### config.mk
export PLATFORM = sky130hd
export DESIGN_NAME = spi_ram_burst
export DESIGN_NICKNAME = d
export VERILOG_FILES = /design/src/rtl/spi_ram_pkg.sv /design/src/rtl/spi_sp_ram.sv /design/src/rtl/spi_ram_burst.sv
export SDC_FILE = /design/constraint.sdc
export NUM_CORES = 2
export LEC_CHECK = 0
export CELL_PAD_IN_SITES_DETAIL_PLACEMENT = 1
export CELL_PAD_IN_SITES_GLOBAL_PLACEMENT = 1
export CORE_MARGIN = 4
export CORE_UTILIZATION = 30
export DETAILED_ROUTE_END_ITERATION = 12
export PLACE_DENSITY_LB_ADDON = 0.12
export SYNTH_ARGS = -nofsm -noshare
export SYNTH_HDL_FRONTEND = slang
export SYNTH_HIERARCHICAL = 1
export SYNTH_SLANG_ARGS = --single-unit
### constraint.sdc
create_clock -name clk -period 13 [get_ports clk]
set_input_delay 2.6 -clock clk [delete_from_list [all_inputs] [get_ports clk]]
set_output_delay 2.6 -clock clk [all_outputs]
set_load 0.01 [all_outputs]
### src/rtl/spi_ram_pkg.sv
// Shared opcode constants and FSM state encoding for the SPI burst RAM.
package spi_ram_pkg;

  localparam logic [1:0] OP_WRITE_BURST = 2'b00;
  localparam logic [1:0] OP_READ_BURST  = 2'b11;

  typedef enum logic [2:0] {
    IDLE,
    CMD,
    ADDR,
    WR_DATA,
    RD_TURN,
    RD_DATA,
    DISCARD
  } state_t;

  function automatic logic f_op_legal(input logic [1:0] op);
    return (op == OP_WRITE_BURST) || (op == OP_READ_BURST);
  endfunction

endpackage

### src/rtl/spi_sp_ram.sv
// Single-port RAM: synchronous write, read-first registered read.
module spi_sp_ram #(
  parameter int DATA_WIDTH = 8,
  parameter int ADDR_SIZE  = 8,
  parameter int MEM_DEPTH  = 2**ADDR_SIZE
) (
  input  logic                  clk,
  input  logic                  i_we,
  input  logic [ADDR_SIZE-1:0]  i_addr,
  input  logic [DATA_WIDTH-1:0] i_wdata,
  output logic [DATA_WIDTH-1:0] o_rdata
);

  logic [DATA_WIDTH-1:0] r_mem [MEM_DEPTH];

  // No reset: contents survive rst_n.
  always_ff @(posedge clk) begin
    if (i_we) r_mem[i_addr] <= i_wdata;
    o_rdata <= r_mem[i_addr];
  end

endmodule

### src/rtl/spi_ram_burst.sv
// SPI-style burst RAM slave: 2-bit opcode, start address, then a write or
// read data stream that runs until SS_n rises.
//
//   state   | meaning
//   IDLE    | waiting for SS_n low; first frame edge captures opcode[1]
//   CMD     | captures opcode[0] and decodes it
//   ADDR    | shifts the start address into the pointer, MSB first
//   WR_DATA | assembles write words; each full word is written then ptr++
//   RD_TURN | turnaround edge; RAM reads mem[ptr]
//   RD_DATA | shifts read words out on MISO, prefetching the next word
//   DISCARD | illegal opcode; MOSI ignored until SS_n rises
module spi_ram_burst
  import spi_ram_pkg::*;
#(
  parameter int ADDR_SIZE  = 8,
  parameter int DATA_WIDTH = 8,
  parameter int MEM_DEPTH  = 2**ADDR_SIZE
) (
  input  logic clk,
  input  logic rst_n,
  input  logic SS_n,
  input  logic MOSI,
  output logic MISO,
  output logic cmd_err,
  output logic busy
);

  localparam int CNT_MAX = (ADDR_SIZE > DATA_WIDTH) ? ADDR_SIZE : DATA_WIDTH;
  localparam int CNT_W   = $clog2(CNT_MAX + 1);

  state_t                r_state;
  state_t                w_next;
  logic                  r_op_hi;
  logic                  r_is_read;
  logic [CNT_W-1:0]      r_bit_cnt;
  logic [ADDR_SIZE-1:0]  r_ptr;
  logic [ADDR_SIZE-1:0]  r_wr_addr;
  logic [DATA_WIDTH-1:0] r_shift;
  logic [DATA_WIDTH-1:0] r_wr_data;
  logic                  r_wr_en;
  logic                  r_miso;
  logic                  r_cmd_err;

  logic [1:0]            w_opcode;
  logic                  w_addr_last;
  logic                  w_word_last;
  logic [ADDR_SIZE-1:0]  w_ram_addr;
  logic [DATA_WIDTH-1:0] w_rd_data;
  logic [DATA_WIDTH-1:0] w_wr_word;

  function automatic logic [ADDR_SIZE-1:0] f_ptr_inc(input logic [ADDR_SIZE-1:0] p);
    return (p == ADDR_SIZE'(MEM_DEPTH - 1)) ? '0 : p + ADDR_SIZE'(1);
  endfunction

  assign w_opcode    = {r_op_hi, MOSI};
  assign w_addr_last = (r_bit_cnt == CNT_W'(ADDR_SIZE - 1));
  assign w_word_last = (r_bit_cnt == CNT_W'(DATA_WIDTH - 1));
  assign w_wr_word   = {r_shift[DATA_WIDTH-2:0], MOSI};
  // A pending write owns the single port for its one cycle; reads never overlap it.
  assign w_ram_addr  = r_wr_en ? r_wr_addr : r_ptr;

  spi_sp_ram #(
    .DATA_WIDTH (DATA_WIDTH),
    .ADDR_SIZE  (ADDR_SIZE),
    .MEM_DEPTH  (MEM_DEPTH)
  ) u_ram (
    .clk     (clk),
    .i_we    (r_wr_en),
    .i_addr  (w_ram_addr),
    .i_wdata (r_wr_data),
    .o_rdata (w_rd_data)
  );

  always_ff @(posedge clk) begin
    if (!rst_n) r_state <= IDLE;
    else        r_state <= w_next;
  end

  always_comb begin
    w_next = r_state;
    if (SS_n) begin
      w_next = IDLE;
    end else begin
      case (r_state)
        IDLE:    w_next = CMD;
        CMD:     w_next = f_op_legal(w_opcode) ? ADDR : DISCARD;
        ADDR:    if (w_addr_last) w_next = r_is_read ? RD_TURN : WR_DATA;
        RD_TURN: w_next = RD_DATA;
        WR_DATA: w_next = WR_DATA;
        RD_DATA: w_next = RD_DATA;
        DISCARD: w_next = DISCARD;
        default: w_next = IDLE;
      endcase
    end
  end

  always_ff @(posedge clk) begin
    if (!rst_n) begin
      r_op_hi   <= 1'b0;
      r_is_read <= 1'b0;
      r_bit_cnt <= '0;
      r_ptr     <= '0;
      r_wr_addr <= '0;
      r_shift   <= '0;
      r_wr_data <= '0;
      r_wr_en   <= 1'b0;
      r_miso    <= 1'b0;
      r_cmd_err <= 1'b0;
    end else begin
      r_wr_en   <= 1'b0;
      r_cmd_err <= 1'b0;
      r_miso    <= 1'b0;
      if (SS_n) begin
        r_bit_cnt <= '0;
        r_shift   <= '0;
      end else begin
        case (r_state)
          IDLE: begin
            r_op_hi   <= MOSI;
            r_bit_cnt <= '0;
          end
          CMD: begin
            r_cmd_err <= !f_op_legal(w_opcode);
            r_is_read <= (w_opcode == OP_READ_BURST);
            r_bit_cnt <= '0;
          end
          ADDR: begin
            r_ptr     <= {r_ptr[ADDR_SIZE-2:0], MOSI};
            r_bit_cnt <= w_addr_last ? '0 : r_bit_cnt + CNT_W'(1);
          end
          WR_DATA: begin
            r_shift <= w_wr_word;
            if (w_word_last) begin
              r_bit_cnt <= '0;
              r_wr_en   <= 1'b1;
              r_wr_addr <= r_ptr;
              r_wr_data <= w_wr_word;
              r_ptr     <= f_ptr_inc(r_ptr);
            end else begin
              r_bit_cnt <= r_bit_cnt + CNT_W'(1);
            end
          end
          RD_TURN: r_bit_cnt <= '0;
          RD_DATA: begin
            // ptr advances only at word loads so the RAM output already holds the next word.
            if (r_bit_cnt == '0) begin
              r_miso  <= w_rd_data[DATA_WIDTH-1];
              r_shift <= {w_rd_data[DATA_WIDTH-2:0], 1'b0};
              r_ptr   <= f_ptr_inc(r_ptr);
            end else begin
              r_miso  <= r_shift[DATA_WIDTH-1];
              r_shift <= {r_shift[DATA_WIDTH-2:0], 1'b0};
            end
            r_bit_cnt <= w_word_last ? '0 : r_bit_cnt + CNT_W'(1);
          end
          DISCARD: r_bit_cnt <= '0;
          default: r_bit_cnt <= '0;
        endcase
      end
    end
  end

  assign MISO    = r_miso;
  assign cmd_err = r_cmd_err;
  assign busy    = (r_state != IDLE);

endmodule

==> summary.txt <==
STA
  • Max Fclk: 0.180 GHz
  • Hold Vio Cnt, Final: 0
  • Fin Clk Skew: 0.0444 ns
  • TNS Setup: 0 ns
  • Max-slew violations: 0
  • Final setup fails: 0
  • RSZ-0062 raised after global routing: no
  • Slew @ Worst Pin: 1.22 ns
  • Final worst-path cycle share: 0.428
  • Crit path time final: 5.56 ns
  • Slew HR: 0.188

Global route
  • Largest net degree at the start of global routing: 206
  • Vias in the first global route: 42,000
  • GR Overflow Total: 0
  • Global-route usage over all layers: 0.170
  • Antenna violations before repair: 9
  • First-pass GRT wire length: 338 mm

Logic synthesis
  • Synth area leaders: edfxtp_1, mux4_2, a22oi_1, dfxtp_1, nor2_1
  • Ys Warns: 6
  • Synthesis-stage register bit count: 2,100
  • Sequential area share after synthesis: 0.774
  • EDFF count, synth: 2,048
  • Mapped cell area: 80,800 µm²
  • Top cell type by total area after synthesis: edfxtp_1
  • Async S/R FF share, synth: 0
  • Predominant post-synthesis flop cell: edfxtp_1
  • Syn_area_per_cell: 21.2 µm²
  • Post-synthesis cell type count: 55
  • Cell count after synthesis: 3,808
  • Synth top area share: 0.762
  • Syn_nets: 3,816

Detailed routing
  • Total Routed Length: 237 mm
  • Via count: 39,100
  • DR vias/cell: 5.08
  • Initial DRC Count: 3,434
  • DR WL/cell: 30.8 µm
  • Residual antenna-violating net count after detailed routing: 0
  • Residual DRC: 0
  • Drt pass-1 iters: 5

Layout
  • Most common cell after layout, fill and taps aside: edfxtp_1
  • Ratio of cells with drive above 1 in the final layout: 0.253
  • Final nets: 3,937
  • Filler cell count in the final layout: 25,900
  • Most frequent cells in the layout: edfxtp_1, mux4_2, nor2_1
  • Area grow syn2layout: 15.1%

Setup path
  • Startpoint Class: flip-flop
  • Critical path type: reg -> reg
  • Worst path required time: 13.74 ns
  • Reg2reg end: u_ram/o_rdata[6]
  • Worst reg2reg setup slack: 7.44 ns
  • Worst path arrival time: 6.31 ns
  • Reg-to-reg startpoint: r_wr_en
  • CP endpoint kind: flip-flop
  • R2r worst-path depth: 12
  • CP Max Fanout: 81

CTS
  • PostCTS Resize Cnt: 0
  • Setup bufs post-CTS: 0
  • CTS buffer count: 231
  • Clk buf depth: 3
  • CTS Hold Bufs: 0
  • CTS clk-pin slew, worst paths: 0.06 ns
  • Root buf cell: clkbuf_16
  • Clk Latency, worst-skew pair: 0.87 ns
  • CTS H-tree lvls: 4
  • CTS sink cnt: 2,100
  • CTS tree: built

Min path
  • Hold WC Path Type: reg -> reg
  • Hold Path Stages: 1
  • Hold_sp: r_bit_cnt[0]
  • Hold endpoint: r_bit_cnt[0]

Power
  • Leakage: 24.7 nW
  • PD cells: 149 nW/µm²
  • Power, Total: 0.0138 W
  • VDD IR-drop max: 0.117 mV

Floorplan
  • DIE HEIGHT: 527 µm
  • Core box area: 268,000 µm²
  • Initial Util: 0.301
  • Boundary pin count: 7
  • Die X: 527 µm
  • Full die area: 278,000 µm²
  • FP Rows: 190

Placement
  • Placer Congestion: 0.709
  • Dpl hpwl: 136 mm
  • Port buffer count: 6

Run status
  • Status: completed

Job
  • Max Cap Violations: 0
## kinds of logic after synthesis
logic type      synth area share
compound gates            0.0397
xor+xnor                0.000434
fa+ha+maj               0.000620
buf+inv                   0.0153
flops                      0.774
mux                        0.146
simple gates              0.0234
## how the worst max path moves through the flow
stage / cells after the start / end / start
final: 12 / u_ram/o_rdata[6] / r_wr_en
after global routing: 12 / u_ram/o_rdata[6] / r_wr_en
after CTS: 12 / u_ram/o_rdata[6] / r_wr_en
after detailed placement: 12 / u_ram/o_rdata[6] / r_wr_en
after global placement: 10 / u_ram/o_rdata[3] / r_wr_en
after floorplan: 0 / u_ram/r_mem[0][0] / r_wr_data[0]
## metrics by stage
| stage | std cells | util | setup WS, ns | cell area (µm²) | hold slack (ns) |
|---|---|---|---|---|---|
| 2_1_floorplan | 3808 | - | 8.75 | 80800 | 0.430 |
| 5_1_grt | 7682 | 0.347 | 7.02 | 93000 | 0.515 |
| 4_1_cts | 7680 | 0.347 | 7.18 | 92900 | 0.502 |
| 3_5_place_dp | 7248 | 0.319 | 7.22 | 85500 | 0.487 |
| 6_report | 7686 | 0.347 | 7.44 | 93000 | 0.488 |
| 3_3_place_gp | 7237 | 0.319 | 6.17 | 85400 | 0.450 |
## Yosys cell counts (all sizes together), types with 2 or more instances
cell     number
nand2        56
a311oi        8
nand3b        3
and2          5
o32ai         3
a221oi        2
a21o          2
buf          95
a2111oi       2
clkbuf      158
mux4        512
nand3        24
mux2i        20
edfxtp     2048
xor2          2
and3b         2
nor3         35
ha            4
or3           3
nand4        11
inv          10
dfxtp        52
a211oi        3
nor2        270
o41ai        33
nand2b        8
o211ai        2
mux2          6
o21ai         7
nor2b         9
a22oi       257
nor3b         4
a21oi       135
or2           3
xnor2         2
## worst max-delay path: stages, from the launching register on
cell	delay, ns
dfxtp_1	0.33
buf_4	0.25
o21ai_4	0.18
buf_12	0.54
buf_4	0.67
buf_12	0.44
buf_4	0.47
mux4_2	0.55
a22oi_1	0.27
a21oi_1	0.12
o41ai_1	0.85
buf_4	0.27
nand4_1	0.09
## sequential cells by signal, summed over array words and instances (netlist names), 3 cells and up
register,flops
r_shift,8
r_wr_addr,8
r_bit_cnt,4
r_state,3
r_ptr,8
r_wr_data,8
u_ram/o_rdata,8
u_ram/r_mem,2048
## power by group
group          switching (W)  internal, W  leakage (nW)  total, W
Combinational      0.0000669    0.0000458          4.40  0.000113
Sequential        0.00000326      0.00731          16.7   0.00731
Clock                0.00273      0.00369          3.62   0.00641
## metal layers
layer  vias up  track usage  part of all wire
met2       776        0.270              0.47
met1     21700        0.249              0.47
met3       257       0.0221             0.037
li1      16300            -                 -
met4         0       0.0377             0.019
met5         -            0                 0
## cell type report
| class | count | area [µm²] | area share |
|---|---|---|---|
| flip-flops and latches | 2100 | 62600 | 0.673 |
| multi-input cells | 1445 | 17300 | 0.186 |
| clock buffers | 287 | 6080 | 0.0655 |
| well taps | 3552 | 4440 | 0.0478 |
| clock inverters | 145 | 1320 | 0.0141 |
| repair buffers | 141 | 1230 | 0.0132 |
| inverters | 10 | 37.5 | 0.000404 |
| diodes | 6 | 15.0 | 0.000162 |
No activity file was read; power rests on OpenSTA's default activity.
